--- src/rtl/pipeline_hazard_ctrl_pkg.sv ---
// Shared types and constants for the pipeline stall/flush sequencer.
// The bubble control code documents what bubble_id_ex makes execute see.
package ctrl_pkg;

  typedef enum logic [1:0] {
    RUN      = 2'd0,
    MEM_WAIT = 2'd1,
    REDIRECT = 2'd2
  } ctrl_state_t;

  localparam logic [4:0] REG_ZERO = 5'd0;
  localparam logic [4:0] CTL_NOP  = 5'd31;

endpackage

--- src/rtl/pipeline_hazard_ctrl_if.sv ---
// Hazard-control bundle between the pipeline (master) and the sequencer (slave).
// The pipeline drives the decode/execute/memory status; the sequencer returns stall/flush controls.
interface pipeline_hazard_ctrl_if #(
  parameter int PERF_W = 32
);
  logic              id_read_reg1;
  logic              id_read_reg2;
  logic [4:0]        id_reg1_addr;
  logic [4:0]        id_reg2_addr;
  logic              ex_mem_read;
  logic [4:0]        ex_write_reg;
  logic              mem_req;
  logic              mem_ready;
  logic              redirect;
  logic              stall_pc;
  logic              stall_if_id;
  logic              stall_ex_mem;
  logic              flush_if_id;
  logic              bubble_id_ex;
  logic [PERF_W-1:0] perf_stall_cycles;
  logic [PERF_W-1:0] perf_flush_cycles;

  modport master (
    output id_read_reg1, id_read_reg2, id_reg1_addr, id_reg2_addr,
           ex_mem_read, ex_write_reg, mem_req, mem_ready, redirect,
    input  stall_pc, stall_if_id, stall_ex_mem, flush_if_id, bubble_id_ex,
           perf_stall_cycles, perf_flush_cycles
  );

  modport slave (
    input  id_read_reg1, id_read_reg2, id_reg1_addr, id_reg2_addr,
           ex_mem_read, ex_write_reg, mem_req, mem_ready, redirect,
    output stall_pc, stall_if_id, stall_ex_mem, flush_if_id, bubble_id_ex,
           perf_stall_cycles, perf_flush_cycles
  );

endinterface

--- src/rtl/pipeline_hazard_ctrl_load_use.sv ---
// Combinational load-use detector: a load in execute whose rd feeds a decode source.
// Writes to x0 never create a hazard.
module load_use_detect
  import ctrl_pkg::*;
(
  input  logic       id_read_reg1,
  input  logic       id_read_reg2,
  input  logic [4:0] id_reg1_addr,
  input  logic [4:0] id_reg2_addr,
  input  logic       ex_mem_read,
  input  logic [4:0] ex_write_reg,
  output logic       load_use
);

  logic hit1;
  logic hit2;

  assign hit1     = id_read_reg1 && (id_reg1_addr == ex_write_reg);
  assign hit2     = id_read_reg2 && (id_reg2_addr == ex_write_reg);
  assign load_use = ex_mem_read && (ex_write_reg != REG_ZERO) && (hit1 || hit2);

endmodule

--- src/rtl/pipeline_hazard_ctrl.sv ---
// Stall/flush sequencer for the 5-stage pipe: load-use stall, memory-wait freeze, redirect flush.
// Outputs are combinational from state and inputs; HAZARD_PERF_EN adds stall/flush cycle counters.
module pipeline_hazard_ctrl
  import ctrl_pkg::*;
#(
  parameter int REDIRECT_FLUSH_CYCLES = 2,
  parameter int PERF_W                = 32
) (
  input  logic                 clk,
  input  logic                 rst,
  pipeline_hazard_ctrl_if.slave hz
);

  localparam logic [2:0] FLUSH_RELOAD = 3'(REDIRECT_FLUSH_CYCLES - 1);

  ctrl_state_t state_q, state_d;
  logic [2:0]  cnt_q, cnt_d;
  logic        pend_q, pend_d;

  logic load_use;
  logic mem_wait;
  logic start_redirect;
  logic stall_pc, stall_if_id, stall_ex_mem, flush_if_id, bubble_id_ex;

  load_use_detect u_load_use (
    .id_read_reg1 (hz.id_read_reg1),
    .id_read_reg2 (hz.id_read_reg2),
    .id_reg1_addr (hz.id_reg1_addr),
    .id_reg2_addr (hz.id_reg2_addr),
    .ex_mem_read  (hz.ex_mem_read),
    .ex_write_reg (hz.ex_write_reg),
    .load_use     (load_use)
  );

  assign mem_wait = hz.mem_req && !hz.mem_ready;

  always_comb begin
    state_d        = state_q;
    cnt_d          = cnt_q;
    pend_d         = pend_q;
    start_redirect = 1'b0;
    stall_pc       = 1'b0;
    stall_if_id    = 1'b0;
    stall_ex_mem   = 1'b0;
    flush_if_id    = 1'b0;
    bubble_id_ex   = 1'b0;
    if (rst) begin
      state_d = RUN;
      cnt_d   = 3'd0;
      pend_d  = 1'b0;
    end else begin
      case (state_q)
        RUN: begin
          if (mem_wait) begin
            pend_d  = hz.redirect;
            state_d = MEM_WAIT;
          end else if (hz.redirect) begin
            start_redirect = 1'b1;
          end else if (load_use) begin
            stall_pc     = 1'b1;
            stall_if_id  = 1'b1;
            bubble_id_ex = 1'b1;
          end
        end
        MEM_WAIT: begin
          if (mem_wait) begin
            if (hz.redirect) pend_d = 1'b1;
          end else if (pend_q || hz.redirect) begin
            start_redirect = 1'b1;
          end else begin
            state_d = RUN;
          end
        end
        REDIRECT: begin
          // A memory freeze wins over the flush; the redirect is replayed after it.
          if (mem_wait) begin
            pend_d  = 1'b1;
            state_d = MEM_WAIT;
          end else if (hz.redirect) begin
            start_redirect = 1'b1;
          end else begin
            flush_if_id = 1'b1;
            cnt_d       = cnt_q - 3'd1;
            if (cnt_d == 3'd0) state_d = RUN;
          end
        end
        default: state_d = RUN;
      endcase

      if (mem_wait) begin
        stall_pc     = 1'b1;
        stall_if_id  = 1'b1;
        stall_ex_mem = 1'b1;
      end
      if (start_redirect) begin
        flush_if_id  = 1'b1;
        bubble_id_ex = 1'b1;
        pend_d       = 1'b0;
        cnt_d        = FLUSH_RELOAD;
        state_d      = (FLUSH_RELOAD != 3'd0) ? REDIRECT : RUN;
      end
    end
  end

  always_ff @(posedge clk) begin
    state_q <= state_d;
    cnt_q   <= cnt_d;
    pend_q  <= pend_d;
  end

  assign hz.stall_pc     = stall_pc;
  assign hz.stall_if_id  = stall_if_id;
  assign hz.stall_ex_mem = stall_ex_mem;
  assign hz.flush_if_id  = flush_if_id;
  assign hz.bubble_id_ex = bubble_id_ex;

`ifdef HAZARD_PERF_EN
  logic [PERF_W-1:0] perf_stall_q, perf_stall_d;
  logic [PERF_W-1:0] perf_flush_q, perf_flush_d;

  always_comb begin
    perf_stall_d = perf_stall_q + PERF_W'(stall_pc);
    perf_flush_d = perf_flush_q + PERF_W'(flush_if_id);
    if (rst) begin
      perf_stall_d = '0;
      perf_flush_d = '0;
    end
  end

  always_ff @(posedge clk) begin
    perf_stall_q <= perf_stall_d;
    perf_flush_q <= perf_flush_d;
  end

  assign hz.perf_stall_cycles = perf_stall_q;
  assign hz.perf_flush_cycles = perf_flush_q;
`else
  localparam logic [PERF_W-1:0] PERF_ZERO = '0;

  assign hz.perf_stall_cycles = PERF_ZERO;
  assign hz.perf_flush_cycles = PERF_ZERO;
`endif

endmodule

--- src/flat_wrapper.sv ---
// flat-port wrapper written by rule: the top's interface ports become plain ports
module pipeline_hazard_ctrl_flat import ctrl_pkg::*;
#(
  parameter int REDIRECT_FLUSH_CYCLES = 2,
  parameter int PERF_W                = 32
)
  (clk, rst, hz_id_read_reg1, hz_id_read_reg2, hz_id_reg1_addr, hz_id_reg2_addr, hz_ex_mem_read, hz_ex_write_reg, hz_mem_req, hz_mem_ready, hz_redirect, hz_stall_pc, hz_stall_if_id, hz_stall_ex_mem, hz_flush_if_id, hz_bubble_id_ex, hz_perf_stall_cycles, hz_perf_flush_cycles);
  pipeline_hazard_ctrl_if #(.PERF_W(PERF_W)) hz_i ();
  input  logic clk;
  input  logic rst;
  input wire logic [$bits(hz_i.id_read_reg1)-1:0] hz_id_read_reg1;
  input wire logic [$bits(hz_i.id_read_reg2)-1:0] hz_id_read_reg2;
  input wire logic [$bits(hz_i.id_reg1_addr)-1:0] hz_id_reg1_addr;
  input wire logic [$bits(hz_i.id_reg2_addr)-1:0] hz_id_reg2_addr;
  input wire logic [$bits(hz_i.ex_mem_read)-1:0] hz_ex_mem_read;
  input wire logic [$bits(hz_i.ex_write_reg)-1:0] hz_ex_write_reg;
  input wire logic [$bits(hz_i.mem_req)-1:0] hz_mem_req;
  input wire logic [$bits(hz_i.mem_ready)-1:0] hz_mem_ready;
  input wire logic [$bits(hz_i.redirect)-1:0] hz_redirect;
  output wire logic [$bits(hz_i.stall_pc)-1:0] hz_stall_pc;
  output wire logic [$bits(hz_i.stall_if_id)-1:0] hz_stall_if_id;
  output wire logic [$bits(hz_i.stall_ex_mem)-1:0] hz_stall_ex_mem;
  output wire logic [$bits(hz_i.flush_if_id)-1:0] hz_flush_if_id;
  output wire logic [$bits(hz_i.bubble_id_ex)-1:0] hz_bubble_id_ex;
  output wire logic [$bits(hz_i.perf_stall_cycles)-1:0] hz_perf_stall_cycles;
  output wire logic [$bits(hz_i.perf_flush_cycles)-1:0] hz_perf_flush_cycles;
  assign hz_i.id_read_reg1 = hz_id_read_reg1;
  assign hz_i.id_read_reg2 = hz_id_read_reg2;
  assign hz_i.id_reg1_addr = hz_id_reg1_addr;
  assign hz_i.id_reg2_addr = hz_id_reg2_addr;
  assign hz_i.ex_mem_read = hz_ex_mem_read;
  assign hz_i.ex_write_reg = hz_ex_write_reg;
  assign hz_i.mem_req = hz_mem_req;
  assign hz_i.mem_ready = hz_mem_ready;
  assign hz_i.redirect = hz_redirect;
  assign hz_stall_pc = hz_i.stall_pc;
  assign hz_stall_if_id = hz_i.stall_if_id;
  assign hz_stall_ex_mem = hz_i.stall_ex_mem;
  assign hz_flush_if_id = hz_i.flush_if_id;
  assign hz_bubble_id_ex = hz_i.bubble_id_ex;
  assign hz_perf_stall_cycles = hz_i.perf_stall_cycles;
  assign hz_perf_flush_cycles = hz_i.perf_flush_cycles;
  pipeline_hazard_ctrl #(.REDIRECT_FLUSH_CYCLES(REDIRECT_FLUSH_CYCLES), .PERF_W(PERF_W)) u_core (.clk(clk), .rst(rst), .hz(hz_i));
endmodule
--- config.mk ---
export PLATFORM = sky130hd
export DESIGN_NAME = pipeline_hazard_ctrl_flat
export DESIGN_NICKNAME = d
export VERILOG_FILES = /design/src/rtl/pipeline_hazard_ctrl_pkg.sv /design/src/rtl/pipeline_hazard_ctrl_if.sv /design/src/rtl/pipeline_hazard_ctrl_load_use.sv /design/src/rtl/pipeline_hazard_ctrl.sv /design/src/flat_wrapper.sv
export SDC_FILE = /design/constraint.sdc
export NUM_CORES = 1
export LEC_CHECK = 0
export BUFFER_PORTS_ARGS = -buffer_cell sky130_fd_sc_hd__buf_2
export CAP_MARGIN = 40
export CORE_ASPECT_RATIO = 0.7
export CORE_MARGIN = 1
export CORE_UTILIZATION = 30
export CTS_CLUSTER_DIAMETER = 150
export DETAILED_ROUTE_END_ITERATION = 16
export MAX_ROUTING_LAYER = met4
export PLACE_DENSITY = 0.62
export SLEW_MARGIN = 25
export SYNTH_ARGS = -nofsm -noshare
export SYNTH_HDL_FRONTEND = slang
export SYNTH_SLANG_ARGS = --single-unit
export TNS_END_PERCENT = 5
--- constraint.sdc ---
create_clock -name clk -period 2.04 [get_ports clk]
set_input_delay 0.102 -clock clk [delete_from_list [all_inputs] [get_ports clk]]
set_output_delay 0.102 -clock clk [all_outputs]
set_load 0.05 [all_outputs]
==> flow_metrics.py <==
metrics = {
    "sta": {
        "setup_ws_ns": 0.06097,
        "fin_worst_skew_ns": 0.003621,
        "fin_crit_ns": 1.979,
        "final-hold-violation-count": 0,
        "post-route-period-util": 0.9701,
        "setup_viol": 0,
        "maxSlewViolCount": 0,
        "holdWs_ns": 0.1658,
        "fmax_mhz": 505.3,
    },
    "global_routing": {
        "grt_use_total": 0.09874,
        "grt_pass1_vias": 625,
        "grt_use_met3": 0.04038,
        "antenna_found_initial": 0,
        "grt_pass1_wl_mm": 2.780,
        "gr-max-usage-layer": "met2",
        "met1_usage": 0.1185,
        "use_met2": 0.1562,
        "grt_max_degree": 10,
        "grt_overflow_total": 0,
    },
    "pwr": {
        "power.density_nw_per_um2": 681.8,
        "leakagePower_nw": 0.5619,
        "power.total_mw": 0.7694,
        "switching_power_mw": 0.4280,
        "irDropWorstVdd_mv": 0.1757,
        "clkPwrFrac": 0.233,
        "power.share.sequential": 0.186,
        "p_int_mw": 0.3414,
        "pwr-share-comb": 0.581,
        "power.share.switching": 0.5562,
    },
    "job": {
        "drv_cap": 0,
    },
    "clock_network": {
        "ctsLongestPathBuffers": 2,
        "root_buffer": "clkbuf_8",
        "cts.sinks": 6,
        "cts_resized": 3,
        "post-cts-setup-buffers": 0,
        "cts_buffers": 3,
        "clk_latency_ns": 0.22,
        "htree_levels": 1,
        "hold_buffers": 0,
        "cts_tree": "done",
        "clk_pin_slew_ns": 0.04,
    },
    "floorplan": {
        "die_y_um": 52.66,
        "num_io_pins": 92,
        "start_util": 0.3314,
        "die_area_um2": 3916,
        "core_um2": 3318,
        "die_x_um": 74.37,
        "rows": 17,
    },
    "placed_design": {
        "port_buffers": 27,
        "place_hpwl_mm": 1.544,
        "post-place-ws_ns": 0.1773,
        "globalplace.congestion": 0.9237,
        "post-place-cells": 210,
    },
    "run_status": {
        "status": "completed",
    },
    "synthesis": {
        "ys_seq_area_frac": 0.1092,
        "synth.ff_latch_count": 6,
        "synth_cells": 140,
        "netlist-cell-type-count": 36,
        "yosys_warnings": 0,
        "syn_area_um2": 1100,
        "avgSynthCellArea_um2": 7.856,
    },
    "layout": {
        "n_fill_cell": 369,
        "final_cell_mix": "conb_1 (64), buf_2 (25), xor2_1 (8)",
        "layout_commonest_cell": "conb_1",
        "fin_cells": 213,
        "num_antenna_cells": 0,
        "area_growth_syn_to_layout_pct": 2.616,
        "drive_gt1_frac": 0.2590,
        "fin_nets": 197,
    },
    "critical_path": {
        "worst-path-max-fanout": 5,
        "cp-end-kind": "output pin",
        "worstPathArrival_ns": 1.88,
        "cpPeakStageDelay_ns": 0.57,
        "crit_slowest_cell": "or4_4",
        "worstPathCellList": "inv_2 > ha_2 > nor3_2 > or4_4 > o32ai_2 > buf_6",
        "path_class": "reg2out",
        "worstSetupStartpointType": "flop",
        "cp.required_ns": 1.94,
    },
    "routing": {
        "vias": 780,
        "postRouteWirelength_mm": 1.866,
        "ant_nets": 0,
        "detailedRoute.firstIterationViolations": 20,
        "drtPass1Iterations": 4,
        "viasPerCell": 3.662,
        "post_drt_wl_per_cell_um": 8.761,
        "drc": 0,
    },
    "min_path": {
        "hp-class": "in2reg",
    },
}
==> per-layer routing <==
| metal | vias up | part of all wire |
|---|---|---|
| li1 | 395 | - |
| met1 | 349 | 0.43 |
| met2 | 34 | 0.51 |
| met3 | 2 | 0.064 |
| met4 | 0 | 0.0021 |
| met5 | - | 0 |
==> cell usage after synthesis <==
master / count / area share
or4_1: 1 / 0.0068
and2_0: 1 / 0.0057
and3_1: 1 / 0.0057
xnor2_1: 4 / 0.032
and2b_1: 1 / 0.0068
ha_1: 6 / 0.068
nor4_1: 3 / 0.017
a32oi_1: 1 / 0.0080
and4b_1: 1 / 0.0091
or3_1: 1 / 0.0057
a21oi_1: 6 / 0.027
a311oi_2: 1 / 0.014
dfxtp_1: 6 / 0.11
a31oi_1: 1 / 0.0057
o21ai_0: 4 / 0.018
o22ai_1: 1 / 0.0057
o21ai_1: 1 / 0.0045
o32ai_1: 1 / 0.0080
buf_2: 1 / 0.0045
a311oi_1: 1 / 0.0080
conb_1: 1 / 0.0034
o31a_1: 1 / 0.0080
nor3_2: 1 / 0.0091
nand2b_2: 1 / 0.0080
nor3_1: 1 / 0.0045
clkbuf_1: 1 / 0.0034
nor3b_1: 2 / 0.014
xor2_1: 8 / 0.064
or4_4: 1 / 0.010
inv_1: 5 / 0.017
nor2_1: 5 / 0.017
a211oi_1: 1 / 0.0068
nand2_1: 1 / 0.0034
o21bai_1: 1 / 0.0068
nand2b_1: 2 / 0.011
buf_4: 65 / 0.44
==> power by group through the flow <==
stage	combinational (mW)	clock (mW)	sequential [mW]
after floorplan	0.478	0	0.138
after global placement	0.430	0	0.141
after detailed placement	0.430	0	0.141
after CTS	0.435	0.186	0.140
after global routing	0.477	0.193	0.145
final	0.447	0.180	0.143
==> final cells by class <==
cell class	count	area, µm²	area share
clock buffer	3	41.29	0.03659
timing repair buffer	27	147.6	0.1308
multi-input combinational	125	739.5	0.6552
tap	47	58.81	0.05211
sequential	6	122.6	0.1086
inverter	5	18.77	0.01663
==> sequential cells by signal, summed over array words and instances (netlist names) <==
| name | flops |
|---|---|
| u_core.state_q | 2 |
| u_core.cnt_q | 3 |
| u_core.pend_q | 1 |
==> critical path: cells and delay by family, from the launching register on <==
family / cells / cell delay (ns)
AND/OR/NAND/NOR: 2 / 0.64
flip-flops: 1 / 0.35
buffers and inverters: 2 / 0.29
adder cells (fa/ha/maj): 1 / 0.22
AO/OA/AOI/OAI: 1 / 0.16
==> final timing paths <==
path                            cells past startpoint  slack, ns               from               to
worst min-delay path                                2       0.17                rst  u_core.cnt_q[0]
worst min register to register                      2       0.49    u_core.cnt_q[1]  u_core.cnt_q[1]
worst max register to register                      6       0.36  u_core.state_q[0]  u_core.cnt_q[0]
worst max-delay path                                6       0.06  u_core.state_q[0]  hz_bubble_id_ex
==> per-stage QoR <==
stage	util	setup TNS (ns)	area, µm²
3_3_place_gp	0.3137	0	1041
6_report	0.3401	0	1129
5_1_grt	0.3401	-0.005611	1129
4_1_cts	0.3284	0	1090
3_5_place_dp	0.3137	0	1041
2_1_floorplan	-	-0.2036	1344
==> logic make-up (layout without fill, tap and decap cells) <==
family | Yosys count | in the layout | synth area share
AOI/OAI and AO/OA | 20 | 20 | 0.1206
xor gates and xnor gates | 12 | 12 | 0.09556
adders and majority gates | 6 | 6 | 0.06826
buffers and inverters | 72 | 35 | 0.4687
DFF | 6 | 6 | 0.1092
other | 1 | 64 | 0.003410
and+or+nand+nor | 23 | 23 | 0.1343
Note: power is estimated with default switching activity, not from simulation.
